**src/rtl/sin_cos_pkg.sv**
```systemverilog
// Shared widths, FSM state encoding and quadrant codes for the sine/cosine scheduler.
package sin_cos_pkg;
  localparam int PHASE_W = 16;
  localparam int ADDR_W  = 7;
  localparam int FRAC_W  = 7;
  localparam int C0_W    = 19;
  localparam int C1_W    = 12;
  localparam int OUT_W   = 20;

  typedef enum logic [2:0] {
    IDLE    = 3'd0,
    FETCH_A = 3'd1,
    FETCH_B = 3'd2,
    EVAL_B  = 3'd3,
    DONE    = 3'd4
  } state_e;

  localparam logic [1:0] QUAD_0 = 2'd0;
  localparam logic [1:0] QUAD_1 = 2'd1;
  localparam logic [1:0] QUAD_2 = 2'd2;
  localparam logic [1:0] QUAD_3 = 2'd3;
endpackage

```
**src/rtl/sin_cos_eval.sv**
```systemverilog
// Combinational first-order segment evaluation: c0 + ((c1 * x) >>> 7), clamped or wrapped to 19 bits.
module sin_cos_eval
  import sin_cos_pkg::*;
#(
  parameter bit SAT_EN = 1'b1
) (
  input  logic        [C0_W-1:0]   c0,
  input  logic signed [C1_W-1:0]   c1,
  input  logic        [FRAC_W-1:0] x,
  output logic        [C0_W-1:0]   mag
);
  localparam int PROD_W = C1_W + FRAC_W + 1;
  localparam int SUM_W  = C0_W + 2;

  logic signed [PROD_W-1:0] prod;
  logic signed [PROD_W-1:0] shifted;
  logic signed [SUM_W-1:0]  shifted_ext;
  logic signed [SUM_W-1:0]  sum;

  function automatic logic [C0_W-1:0] sat_mag(input logic signed [SUM_W-1:0] s);
    logic [C0_W-1:0] res;
    res = s[C0_W-1:0];
    if (SAT_EN) begin
      if (s[SUM_W-1])
        res = '0;
      else if (s[SUM_W-2:C0_W] != '0)
        res = '1;
    end
    return res;
  endfunction

  // The product fits in 19 signed bits; one spare bit keeps the sign-extension explicit.
  always_comb begin
    prod        = $signed({{(PROD_W-C1_W){c1[C1_W-1]}}, c1}) * $signed({{(PROD_W-FRAC_W){1'b0}}, x});
    shifted     = prod >>> FRAC_W;
    shifted_ext = {shifted[PROD_W-1], shifted};
    sum         = $signed({2'b00, c0}) + shifted_ext;
    mag         = sat_mag(sum);
  end
endmodule

```
**src/rtl/sin_cos_sched.sv**
```systemverilog
// Sequences two ROM lookups per phase sample (segment s and its mirror ~s) and folds them into signed sin/cos.
module sin_cos_sched
  import sin_cos_pkg::*;
#(
  parameter bit SAT_EN = 1'b1
) (
  input  logic                      clk,
  input  logic                      rst,
  input  logic                      in_valid,
  output logic                      in_ready,
  input  logic        [PHASE_W-1:0] phase,
  output logic        [ADDR_W-1:0]  rom_addr,
  input  logic        [C0_W-1:0]    rom_c0,
  input  logic signed [C1_W-1:0]    rom_c1,
  output logic                      out_valid,
  input  logic                      out_ready,
  output logic signed [OUT_W-1:0]   sin_out,
  output logic signed [OUT_W-1:0]   cos_out
);
  state_e                    state_q, state_d;
  logic [PHASE_W-1:0]        phase_q;
  logic                      phase_ld;
  logic [ADDR_W-1:0]         rom_addr_q, rom_addr_d;
  logic [C0_W-1:0]           a_q, a_d;
  logic signed [OUT_W-1:0]   sin_q, sin_d, cos_q, cos_d;
  logic                      out_valid_q, out_valid_d;

  logic [1:0]                quad;
  logic [ADDR_W-1:0]         seg;
  logic [FRAC_W-1:0]         frac, eval_x;
  logic [C0_W-1:0]           eval_mag;
  logic signed [OUT_W-1:0]   pos_a, neg_a, pos_b, neg_b;

  assign quad = phase_q[15:14];
  assign seg  = phase_q[13:7];
  assign frac = phase_q[6:0];

  // Segment A uses f, mirrored segment B uses ~f; one evaluator serves both cycles.
  assign eval_x = (state_q == EVAL_B) ? ~frac : frac;

  sin_cos_eval #(.SAT_EN(SAT_EN)) u_eval (
    .c0  (rom_c0),
    .c1  (rom_c1),
    .x   (eval_x),
    .mag (eval_mag)
  );

  assign pos_a = $signed({1'b0, a_q});
  assign neg_a = -pos_a;
  assign pos_b = $signed({1'b0, eval_mag});
  assign neg_b = -pos_b;

  always_comb begin
    state_d     = state_q;
    rom_addr_d  = rom_addr_q;
    a_d         = a_q;
    sin_d       = sin_q;
    cos_d       = cos_q;
    out_valid_d = out_valid_q;
    in_ready    = 1'b0;
    phase_ld    = 1'b0;
    unique case (state_q)
      IDLE: begin
        in_ready = 1'b1;
        if (in_valid) begin
          phase_ld   = 1'b1;
          rom_addr_d = phase[13:7];
          state_d    = FETCH_A;
        end
      end
      FETCH_A: begin
        rom_addr_d = ~seg;
        state_d    = FETCH_B;
      end
      FETCH_B: begin
        a_d     = eval_mag;
        state_d = EVAL_B;
      end
      EVAL_B: begin
        unique case (quad)
          QUAD_0:  begin sin_d = pos_a; cos_d = pos_b; end
          QUAD_1:  begin sin_d = pos_b; cos_d = neg_a; end
          QUAD_2:  begin sin_d = neg_a; cos_d = neg_b; end
          default: begin sin_d = neg_b; cos_d = pos_a; end
        endcase
        out_valid_d = 1'b1;
        state_d     = DONE;
      end
      DONE: begin
        if (out_ready) begin
          out_valid_d = 1'b0;
          state_d     = IDLE;
        end
      end
      default: state_d = IDLE;
    endcase
  end

  always_ff @(posedge clk or posedge rst) begin
    if (rst) begin
      state_q     <= IDLE;
      rom_addr_q  <= '0;
      a_q         <= '0;
      sin_q       <= '0;
      cos_q       <= '0;
      out_valid_q <= 1'b0;
    end else begin
      state_q     <= state_d;
      rom_addr_q  <= rom_addr_d;
      a_q         <= a_d;
      sin_q       <= sin_d;
      cos_q       <= cos_d;
      out_valid_q <= out_valid_d;
    end
  end

  always_ff @(posedge clk) begin
    if (phase_ld)
      phase_q <= phase;
  end

  assign rom_addr  = rom_addr_q;
  assign out_valid = out_valid_q;
  assign sin_out   = sin_q;
  assign cos_out   = cos_q;
endmodule

```
**config.mk**
```make
export PLATFORM = sky130hd
export DESIGN_NAME = sin_cos_sched
export DESIGN_NICKNAME = d
export VERILOG_FILES = /design/src/rtl/sin_cos_pkg.sv /design/src/rtl/sin_cos_eval.sv /design/src/rtl/sin_cos_sched.sv
export SDC_FILE = /design/constraint.sdc
export NUM_CORES = 1
export LEC_CHECK = 0
export ABC_CLOCK_PERIOD_IN_PS = 9000
export CAP_MARGIN = 0
export CORE_MARGIN = 3
export CORE_UTILIZATION = 45
export CTS_CLUSTER_DIAMETER = 50
export DETAILED_ROUTE_END_ITERATION = 7
export PLACE_DENSITY = 0.68
export SYNTH_ARGS = -nofsm -noshare
export SYNTH_HDL_FRONTEND = slang
export SYNTH_SLANG_ARGS = --single-unit
```
**constraint.sdc**
```tcl
create_clock -name clk -period 9 [get_ports clk]
set_input_delay 2.25 -clock clk [delete_from_list [all_inputs] [get_ports clk]]
set_output_delay 2.25 -clock clk [all_outputs]
set_load 0.05 [all_outputs]
```
# Yosys cells after proc, flatten, opt, wreduce, memory -nomap -nowiden
# Cells that the tools add are included.
[totals] in_bits=51 register_bits=86 output_inout_bits=49
[op_classes] n_eq_ne=8 bitwise=2 n_mux=15 multipliers=1 reduce_logical=7 n_addsub=3
[op_table] cell="case mux 20 bit (3 select lines)" n=2
[op_table] cell="negation 19 -> 20 bit" n=2
[op_table] cell="2-to-1 mux 19 bit" n=2
[op_table] cell="adder 20 x 13 -> 21 bit" n=1
[op_table] cell="multiplier 12 x 8 -> 20 bit" n=1
[op_table] cell="case mux 3 bit (5 select lines)" n=1
[op_table] cell="2-to-1 mux 7 bit" n=2
[op_table] cell="inverter 7 bit" n=2
[op_table] cell="case mux 7 bit (2 select lines)" n=1
[op_table] cell="== test 3 x 2 -> 1 bit (second input constant)" n=2
[op_table] cell="2-to-1 mux 3 bit" n=2
[op_table] cell="AND reduction 2 bit" n=3
[op_table] cell="2-to-1 mux 1 bit" n=4
[op_table] cell="!= test 2 bit (second input constant)" n=2
[op_table] cell="nonzero test 2 bit" n=2
[op_table] cell="== test 3 x 1 -> 1 bit (second input constant)" n=1
[op_table] cell="== test 3 bit (second input constant)" n=1
[op_table] cell="logical NOT 3 bit" n=1
[op_table] cell="== test 2 x 1 -> 1 bit (second input constant)" n=1
[op_table] cell="== test 2 bit (second input constant)" n=1
[op_table] cell="logical NOT 2 bit" n=1
[op_table] cell="case mux 1 bit (2 select lines)" n=1

# Longest topological paths before layout
# Gate-level depths: netlist of run 1.
[logic_depth] word_depth=8 depth_mapped=44 depth_no_buf=39

# Cells and area by module
# A second synthesis of run 1 with hierarchy kept.
[unflattened] cells_unflattened=1076 hier_area_um2=9709.3
[by_module_without_submodules] mod="sin_cos_sched" n_inst=1 cells_per_inst=559 area_each_um2=5288.8
[by_module_without_submodules] mod="sin_cos_eval" n_inst=1 cells_per_inst=517 area_each_um2=4420.5

# Worst setup path after synthesis of run 1
# No wires, ideal clock.
[synth_path] path_type="input port to flip-flop" from="in rom_c1[1]" to="reg cos_q[14] (netlist: cos_out[14])" arrival_ps=10142 setup_time_ps=126 path_slack_ps=-1268 path_buffers=2 path_stages=36 path_cell_list="and2_1 -> fa_1 -> fa_1 -> inv_1 -> fa_1 -> inv_1 -> fa_1 -> ha_1 -> nand4_1 -> nor4bb_1 -> nand3b_2 -> a21boi_0 -> o21ai_0 -> a21boi_0 -> o21a_1 -> nor2_1 -> o21ai_0 -> a21oi_1 -> xnor2_1 -> ha_1 -> nand3_1 -> o22ai_1 -> a32oi_1 -> o211a_2 -> buf_1 -> xnor2_2 -> buf_2 -> o21ai_1 -> ha_1 -> nand2_1 -> nor4_2 -> a31o_2 -> nand2_2 -> o31a_1 -> xnor2_1 -> a221o_1"
[synth_between] elab_chain_len=6
[synth_rtl] item="start: declaration" line="sin_cos_sched.sv:14" source="input logic signed [C1_W-1:0] rom_c1,"
[synth_rtl] item="multiplier 12 x 8 -> 20 bit (*)" line="sin_cos_eval.sv:34" source="prod = $signed({{(PROD_W-C1_W){c1[C1_W-1]}}, c1}) * $signed({{(PROD_W-FRAC_W){1'b0}}, x});"
[synth_rtl] item="adder 20 x 13 -> 21 bit (*)" line="sin_cos_eval.sv:37" source="sum = $signed({2'b00, c0}) + shifted_ext;"
[synth_rtl] item="2-to-1 mux 19 bit" line="sin_cos_eval.sv:26" source="else if (s[SUM_W-2:C0_W] != '0)"
[synth_rtl] item="2-to-1 mux 19 bit (*)" line="sin_cos_eval.sv:24" source="if (s[SUM_W-1])"
[synth_rtl] item="negation 19 -> 20 bit" line="sin_cos_sched.sv:51" source="assign neg_b = -pos_b;"
[synth_rtl] item="case mux 20 bit (3 select lines) (*)" line="sin_cos_sched.sv:80" source="unique case (quad)"
[synth_rtl] item="end signal: assignment" line="sin_cos_sched.sv:112" source="cos_q <= cos_d;"
[synth_rtl] item="end: declaration" line="sin_cos_sched.sv:25" source="logic signed [OUT_W-1:0] sin_q, sin_d, cos_q, cos_d;"
# Mark *: on every way between the ends. The rest lies on a longest branch, timed or not.
# A chain may end at the register's enable or synchronous reset.

# Worst setup path in the final report of run 1
[layout_path] from="in rom_c1[3]" to="reg cos_q[14] (netlist: cos_out[14])"
# Same word-level chain as after synthesis.

==> results of run 1 <==
Yosys cell counts (all sizes together), types with 5 or more instances:
cell / instances
inv: 115
and2: 22
xor2: 26
nand2b: 8
and3: 10
a211oi: 15
o211a: 7
fa: 66
o221ai: 6
nand3: 19
ha: 61
nor2: 61
dfrtp: 70
buf: 14
a21o: 12
o211ai: 9
edfxtp: 16
nor2b: 50
nor4: 9
o21ai: 81
or3: 8
clkbuf: 34
a221o: 5
a22oi: 9
nand3b: 9
a31oi: 8
a22o: 6
mux2i: 7
o31ai: 9
a21oi: 81
nor3: 20
o22ai: 5
nand2: 133
nand4: 7
xnor2: 41
worst max-delay path, delay by kind of cell:
| kind | cells | cell delay (ns) |
|---|---|---|
| buffers and inverters | 4 | 0.37 |
| AOI/OAI and AO/OA | 12 | 2.12 |
| adders and majority gates | 7 | 2.65 |
| xor gates and xnor gates | 2 | 0.29 |
| and+or+nand+nor | 12 | 1.52 |
stage by stage:
| stage | instance area (um2) | setup TNS [ns] | hold slack (ns) | utilization [%] | std cells |
|---|---|---|---|---|---|
| after global placement | 12300 | -29.22 | 0.399 | 60.0 | 1626 |
| after global routing | 13300 | -4.69 | 0.420 | 64.9 | 1670 |
| after CTS | 12800 | 0 | 0.415 | 62.6 | 1653 |
| after floorplan | 9660 | -0.843 | 0.396 | - | 1109 |
| after detailed placement | 12300 | -32.52 | 0.411 | 60.0 | 1626 |
| final | 13300 | -0.00337 | 0.408 | 64.9 | 1670 |
registers in the layout, indices dropped and copies added (netlist names):
register,flops
cos_out,20
sin_out,20
a_q,19
phase_q,16
rom_addr,7
state_q,3
out_valid,1
final cells by class:
cell class / count / area share [%]
Tap cell: 270 / 2.55
Clock buffer: 11 / 1.75
Timing Repair Buffer: 323 / 20.1
Inverter: 116 / 3.30
Sequential cell: 86 / 16.8
Clock inverter: 5 / 0.745
Multi-Input combinational cell: 859 / 54.7
worst paths after layout:
check                      startpoint     endpoint  slack (ns)  cells after the start
max                         rom_c1[3]  cos_out[14]      -0.003                     37
min                        phase_q[8]  rom_addr[1]        0.41                      1
max reg2reg                state_q[2]  cos_out[14]        0.57                     39
min reg2reg                phase_q[8]  rom_addr[1]        0.41                      1
max in group asynchronous         rst       a_q[9]        5.92                      3
min in group asynchronous         rst   state_q[0]        2.49                      3
metal layers:
layer	part of all wire (%)	wire length, um
met2	48	13200
met4	1.5	408
met3	5.6	1530
met1	44	12100
met5	0	0
kinds of logic (layout without fill, tap and decap cells):
family,Yosys count,in the layout
AO/OA/AOI/OAI,289,289
multiplexers,11,11
adder cells (fa/ha/maj),127,127
buffers and inverters,164,455
AND/OR/NAND/NOR,365,365
XOR/XNOR,67,67
flip-flops,86,86
timing repair:
item                       CTS  global route
setup endpoints to repair   38            39
buffers inserted            11            17
resized for setup           69            87
pin swaps                   23            39
==> out/results.txt, run 1 <==
Outcome: finished, violations left
Failing checks: setup timing
Simple-gate share of the synthesized area: 19.3%
Fin crit share: 100%
Critical Path Most Common Cell: fa_1
I/O pin cnt: 100
Vias in the first global route: 8897
Total GRT Usage: 23.9%
CTS tree: built
CP arrival: 9.23 ns
Post-synth top area cell: dfrtp_1
Die width: 151 um
Slew margin rel.: 40.4%
Crit-path slowest cell: fa_1
Setup Viol. Count Final: 1
Routed WL: 27.2 mm
Final Wtd Congestion: 0.892
Skew-Pair Late Insertion Delay: 0.34 ns
CTS H-Tree Depth: 3
N_diodes: 0
EDFF count, synth: 16
Die height: 151 um
Buffers on Ports: 99
Synthesized cell area: 9430 um2
Post-DP HPWL: 20.9 mm
Complex-gate fraction of the synthesized area: 20.7%
Via Count: 9074
Die area: 22700 um2
GR Layer Usage met2: 39.4%
WL/cell: 16.3 um
Number of antenna violations at the first check in global routing: 0
Area Overhead vs Synth: 40.7%
Synth cell types: 81
Critical path capture point type: flip-flop
Max-cap violations: 0
Area of the multi-input gates: 7260 um2
Num CTS Buffers: 9
Most frequent cells in the layout: 218 x buf_4, 117 x nand2_1, 108 x inv_1
Main flop type after synthesis: dfrtp_1
Synth Register Bits: 86
Async set or reset register ratio after synthesis: 81.4%
Initial Util: 46.1%
Global-route wire length before repair: 43.9 mm
Synth Instances: 1109
Fin. max-slew vios: 0
Synth area leaders: dfrtp_1 19%, fa_1 14%, ha_1 8.1%
Avg Synthesized Cell Area: 8.50 um2
Nets: 1573
Busiest grt layer: met2
Yosys warnings: 0
Startpoint types: input pin
Post-synthesis xor/xnor area fraction: 6.38%
Commonest non-fill, non-tap cell in the layout: buf_4
Count of final hold-check violations: 0
Post-Syn Nets: 1287
Critical path fanouts, max: 6
Met3 Use GR: 4.24%
Number of fillers in the final layout: 1699
Iter 0 DRT Violations: 633
DRT Pass-1 Iters: 5
Register area share after synthesis: 23.7%
Clk pin slew, worst setup/hold paths: 0.07 ns
Post-synthesis adder-cell area fraction: 22.1%
Tightest Pin Transition: 0.894 ns
RSZ-0062 raised after global routing: yes
Layout cells sized above 1: 28.0%
Setup WS pre-CTS: -0.938 ns
Sequential Area: 2230 um2
Main combinational cell family by area after synthesis: adder cells
Via density: 5.43
Worst path required time: 9.22 ns
Worst Hold Class: flip-flop to flip-flop
FMAX: 111 MHz
Fin crit period: 9.00 ns
WS Path Type: input pin to flip-flop
Mux contribution to synthesized area: 1.22%
Rows: 52
CTS sink count: 86
DRC: 0
Largest net degree at the start of global routing: 71
CORE AREA: 20400 um2
CTS root buffer: clkbuf_16
Clock Skews: 0.00982 ns
Routed Antenna Nets: 0
CTS Hold Bufs: 0
Clock Path Buffers: 2
Slack of the critical path: -0.00337 ns
Slowest cell delay on critical path: 0.51 ns
Met1 Resource Use GR: 32.8%
Grt ovf: 0
Synth top area share: 18.6%
Power of run 1 is left out: the tool's default activity adds up to more than one toggle a clock period on the data nets, which glitch-free logic cannot reach.
==> inputs of run 2 (changes only) <==
SYNTH_HIERARCHICAL = 1   (was not set)
==> run 2 against run 1 <==
The flow still finishes with violations (setup timing). Die area increased by 2.9%. Wire length is 1.9% lower. Synthesized cell count fell by 3.0%. Cell count is 3.2% lower. Sequential share of layout area decreased by 0.46 points. Clock skew up 0.0049 ns. Utilization decreased by 0.24 points. Setup slack worse by 0.40 ns. Global-route usage down 1.3 points. Critical path depth fell by 3. Register-to-register slack worse by 0.48 ns.
==> out/results.txt, run 2 <==
Number of fillers in the final layout: 1714
Via density: 5.63
Critical Path Most Common Cell: fa_1
Post-synth top area cell: dfrtp_1
Nets: 1517
Routed WL: 26.7 mm
Clock Skews: 0.0147 ns
Via Count: 9097
N_diodes: 0
Total Neg Setup Slack: -8.70 ns
Largest net degree at the start of global routing: 71
Grt ovf: 0
Synth top area share: 18.0%
Tightest Pin Transition: 0.955 ns
Skew-Pair Late Insertion Delay: 0.35 ns
Synth Register Bits: 86
Critical path capture point type: flip-flop
Main flop type after synthesis: dfrtp_1
Number of antenna violations at the first check in global routing: 0
Post-Syn Nets: 1255
DRT Pass-1 Iters: 5
CTS H-Tree Depth: 3
Synthesized cell area: 9710 um2
FF-to-FF path depth: 36
FMAX: 106 MHz
Cell with the most instances after synthesis: inv_1
Hold Path Sink: rom_addr[6]
Count of final hold-check violations: 0
Vias in the first global route: 8975
CP arrival: 9.66 ns
Worst path required time: 9.26 ns
Fin util: 64.7%
Register area share after synthesis: 23.0%
EDFF count, synth: 16
I/O pin cnt: 100
Critical path fanouts, max: 6
Buffers on Ports: 99
Startpoint types: input pin
CTS tree: built
Worst Hold Class: flip-flop to flip-flop
Die height: 153 um
R2r setup slk: 0.09 ns
Rows: 53
DRC: 0
Area Overhead vs Synth: 40.5%
Hold Crit Start: phase_q[13]
Slack of the critical path: -0.406 ns
CTS sink count: 86
Final instance area: 13600 um2
Failing checks: setup timing
Global-route wire length before repair: 44.2 mm
Fin crit share: 105%
Layout cells sized above 1: 32.9%
WL/cell: 16.5 um
CORE AREA: 21100 um2
Sequential Area: 2230 um2
Iter 0 DRT Violations: 521
RSZ-0062 raised after global routing: yes
Async set or reset register ratio after synthesis: 81.4%
Initial Util: 46.0%
Synth top cells by count: 113 x inv_1, 103 x nand2_1, 70 x dfrtp_1, 66 x a21oi_1, 66 x fa_1
Synth area leaders: dfrtp_1 18%, fa_1 14%, ha_1 8.0%
CTS root buffer: clkbuf_16
Crit-path slowest cell: fa_1
Final Wtd Congestion: 0.875
R2r endpoint: cos_out[18]
Outcome: finished, violations left
Synth cell types: 90
Fin crit period: 9.41 ns
Synth Instances: 1076
Slowest cell delay on critical path: 0.50 ns
Total GRT Usage: 22.6%
Num CTS Buffers: 9
Hold Path Depth: 1
Post-DP HPWL: 19.4 mm
Reg2Reg Launch Point: state_q[2]
Avg Synthesized Cell Area: 9.02 um2
Die area: 23400 um2
Yosys warnings: 6
Commonest non-fill, non-tap cell in the layout: buf_4
Clk pin slew, worst setup/hold paths: 0.07 ns
Most frequent cells in the layout: 196 x buf_4, 104 x inv_1, 90 x nand2_1
Max-cap violations: 0
WS Path Type: input pin to flip-flop
Area after DPL: 12400 um2
Routed Antenna Nets: 0
Slew margin rel.: 36.3%
Area of the multi-input gates: 7580 um2
Fin. max-slew vios: 0
Die width: 153 um
Clock Path Buffers: 2
Setup Viol. Count Final: 35
## run 2: through the flow
step / setup slack (ns) / hold slack, ns / std cells
floorplan: -0.623 / 0.396 / 1076
global placement: -1.27 / 0.399 / 1562
detailed placement: -1.45 / 0.406 / 1562
CTS: -0.299 / 0.409 / 1601
global route: -0.741 / 0.420 / 1617
finish: -0.406 / 0.407 / 1617
## run 2: worst max path at each step
stage / start / cells past startpoint / endpoint
floorplan: rom_c1[6] / 33 / cos_out[19]
global placement: rom_c1[6] / 35 / sin_out[10]
detailed placement: rom_c1[6] / 34 / cos_out[17]
CTS: rom_c1[4] / 36 / cos_out[19]
global route: rom_c1[1] / 32 / cos_out[19]
finish: rom_c1[5] / 34 / cos_out[18]
## run 2: per-layer routing
metal  vias to the layer above  global-route usage (%)  share of wire (%)
li1                       4308                       -                  -
met1                      4457                    29.7                 43
met2                       287                    38.3                 50
met3                        45                    3.43                5.0
met4                         0                    7.51                2.4
met5                         -                       0                  0
## run 2: logic make-up (layout without fill, tap and decap cells)
| group | count (synthesis) | after routing | share of synthesized area (%) |
|---|---|---|---|
| muxes | 53 | 53 | 7.36 |
| DFF | 86 | 86 | 23.0 |
| xor gates and xnor gates | 48 | 48 | 4.41 |
| buffers and inverters | 185 | 451 | 7.56 |
| and+or+nand+nor | 326 | 326 | 17.6 |
| adders and majority gates | 128 | 128 | 21.6 |
| AOI/OAI and AO/OA | 250 | 250 | 18.5 |
## run 2: layout make-up
cell class                 count  area share [%]
multi-input combinational    805            55.5
sequential                    86            16.4
tap                          275            2.52
clock inverter                 3           0.147
inverter                     116            3.19
timing repair buffer         320            20.4
clock buffer                  12            1.81
## run 2: critical path, delay by kind of cell
family                   cells  cell delay, ns
AND/OR/NAND/NOR              5            1.11
AO/OA/AOI/OAI               16            3.10
buffers and inverters        6            0.63
XOR/XNOR                     1            0.19
adder cells (fa/ha/maj)      6            2.37
## run 2: repair_timing
action	4_1_cts	5_1_grt
endpoints found under the hold margin	0	0
hold buffers	0	0
resized for setup	148	61
setup endpoints to repair	50	38
gates cloned	0	0
setup buffers	24	19
pin swaps	94	58
Power of run 2 is left out for the same reason.
==> inputs of run 3 (changes only) <==
GPL_ROUTABILITY_DRIVEN = 0   (was not set)
SYNTH_HIERARCHICAL = not set   (was 1)
==> run 3 against run 2 <==
The run now ends clean. Clock skew down 0.0062 ns. Critical path depth up 2. Global-route usage up 1.6 points. Utilization up 0.72 points. Cell count up 3.6%. Wire length up 4.0%. Highest routed layer is now met5. Maximum frequency up 5.4%. Register-to-register slack better by 0.52 ns. Setup slack better by 0.48 ns. Cell area down 2.0%. Critical endpoint is now cos_out[14]. Worst hold slack better by 0.010 ns.
==> out/results.txt, run 3 (synthesis gave the netlist of run 1 again) <==
Tightest Pin Transition: 1.24 ns
Critical path fanouts, max: 7
Die area: 22700 um2
CTS tree: built
Worst Hold Class: flip-flop to flip-flop
Die width: 151 um
CTS sink count: 86
Nets: 1580
Total GRT Usage: 24.1%
Critical path capture point type: flip-flop
Area Overhead vs Synth: 41.8%
WS Path Type: input pin to flip-flop
WL/cell: 16.6 um
CORE AREA: 20400 um2
Most frequent cells in the layout: 230 x buf_4, 115 x nand2_1, 107 x inv_1
Count of final hold-check violations: 0
Max-cap violations: 0
Number of antenna violations at the first check in global routing: 1
Fin crit share: 99.2%
Slew margin rel.: 17.1%
Via Count: 9122
Iter 0 DRT Violations: 600
I/O pin cnt: 100
Setup Viol. Count Final: 0
Rows: 52
FMAX: 112 MHz
Num CTS Buffers: 9
Commonest non-fill, non-tap cell in the layout: buf_4
Vias in the first global route: 9013
Clk pin slew, worst setup/hold paths: 0.06 ns
Slowest cell delay on critical path: 0.49 ns
Global-route wire length before repair: 44.5 mm
Worst path required time: 9.22 ns
DRT Pass-1 Iters: 7
CTS root buffer: clkbuf_16
Die height: 151 um
Clock Skews: 0.00853 ns
Crit-path slowest cell: fa_1
RSZ-0062 raised after global routing: yes
Outcome: complete, no violations
CTS Hold Bufs: 0
Buffers on Ports: 99
Fin. max-slew vios: 0
N_diodes: 0
Clock Path Buffers: 2
CTS H-Tree Depth: 3
Layout cells sized above 1: 29.5%
Routed WL: 27.7 mm
CP arrival: 9.15 ns
Fin crit period: 8.93 ns
Post-DP HPWL: 21.0 mm
Placed cells: 1635
Skew-Pair Late Insertion Delay: 0.34 ns
Final instance area: 13400 um2
Grt ovf: 0
DRC: 0
Routed Antenna Nets: 0
Area after DPL: 12300 um2
Initial Util: 46.1%
Largest net degree at the start of global routing: 71
Fin util: 65.4%
Non-Filler Instances: 1675
Via density: 5.45
Startpoint types: input pin
Total Neg Setup Slack: 0 ns
Number of fillers in the final layout: 1690
-- run 3: critical path, delay by kind of cell --
family	cells	cell delay, ns
AO/OA/AOI/OAI	12	2.10
XOR/XNOR	3	0.45
adder cells (fa/ha/maj)	7	2.59
buffers and inverters	4	0.32
AND/OR/NAND/NOR	10	1.43
-- run 3: stage by stage --
| step | hold WS, ns | worst slack [ns] |
|---|---|---|
| 6_report | 0.417 | 0.0719 |
| 5_1_grt | 0.437 | -0.212 |
| 4_1_cts | 0.424 | 0.000646 |
| 3_5_place_dp | 0.415 | -0.958 |
| 3_3_place_gp | 0.400 | -0.813 |
| 2_1_floorplan | 0.396 | -0.256 |
-- run 3: repair_timing --
item / CTS / global route
buffers inserted: 11 / 15
resized for setup: 74 / 106
cloned: 0 / 0
endpoints found under the setup margin: 47 / 39
pin swaps: 31 / 53
-- run 3: area by class of cell --
| type | count | area (um2) | share of cell area, % |
|---|---|---|---|
| multi-input cells | 859 | 7350 | 55.0 |
| repair buffers | 330 | 2730 | 20.4 |
| flip-flops and latches | 86 | 2230 | 16.7 |
| inverters | 116 | 438 | 3.28 |
| well taps | 270 | 338 | 2.53 |
| clock buffers | 13 | 272 | 2.03 |
| clock inverters | 1 | 5.00 | 0.0374 |
-- run 3: final timing paths --
check                           startpoint  slack, ns  cells past startpoint     endpoint
worst max-delay path             rom_c1[3]       0.07                     36  cos_out[14]
worst min-delay path            phase_q[7]       0.42                      1  rom_addr[0]
worst max register to register  state_q[2]       0.61                     38  cos_out[14]
worst min register to register  phase_q[7]       0.42                      1  rom_addr[0]
max in group asynchronous              rst       5.91                      3   sin_out[6]
min in group asynchronous              rst       2.50                      3  cos_out[16]
-- run 3: per-layer routing --
layer / share of wire [%] / global-route usage, % / vias up
met5: 0.043 / 0 / -
met4: 1.5 / 4.85 / 2
met3: 6.2 / 4.97 / 45
met2: 48 / 39.6 / 257
met1: 44 / 33.3 / 4422
li1: - / - / 4396
Power of run 3 is left out for the same reason.
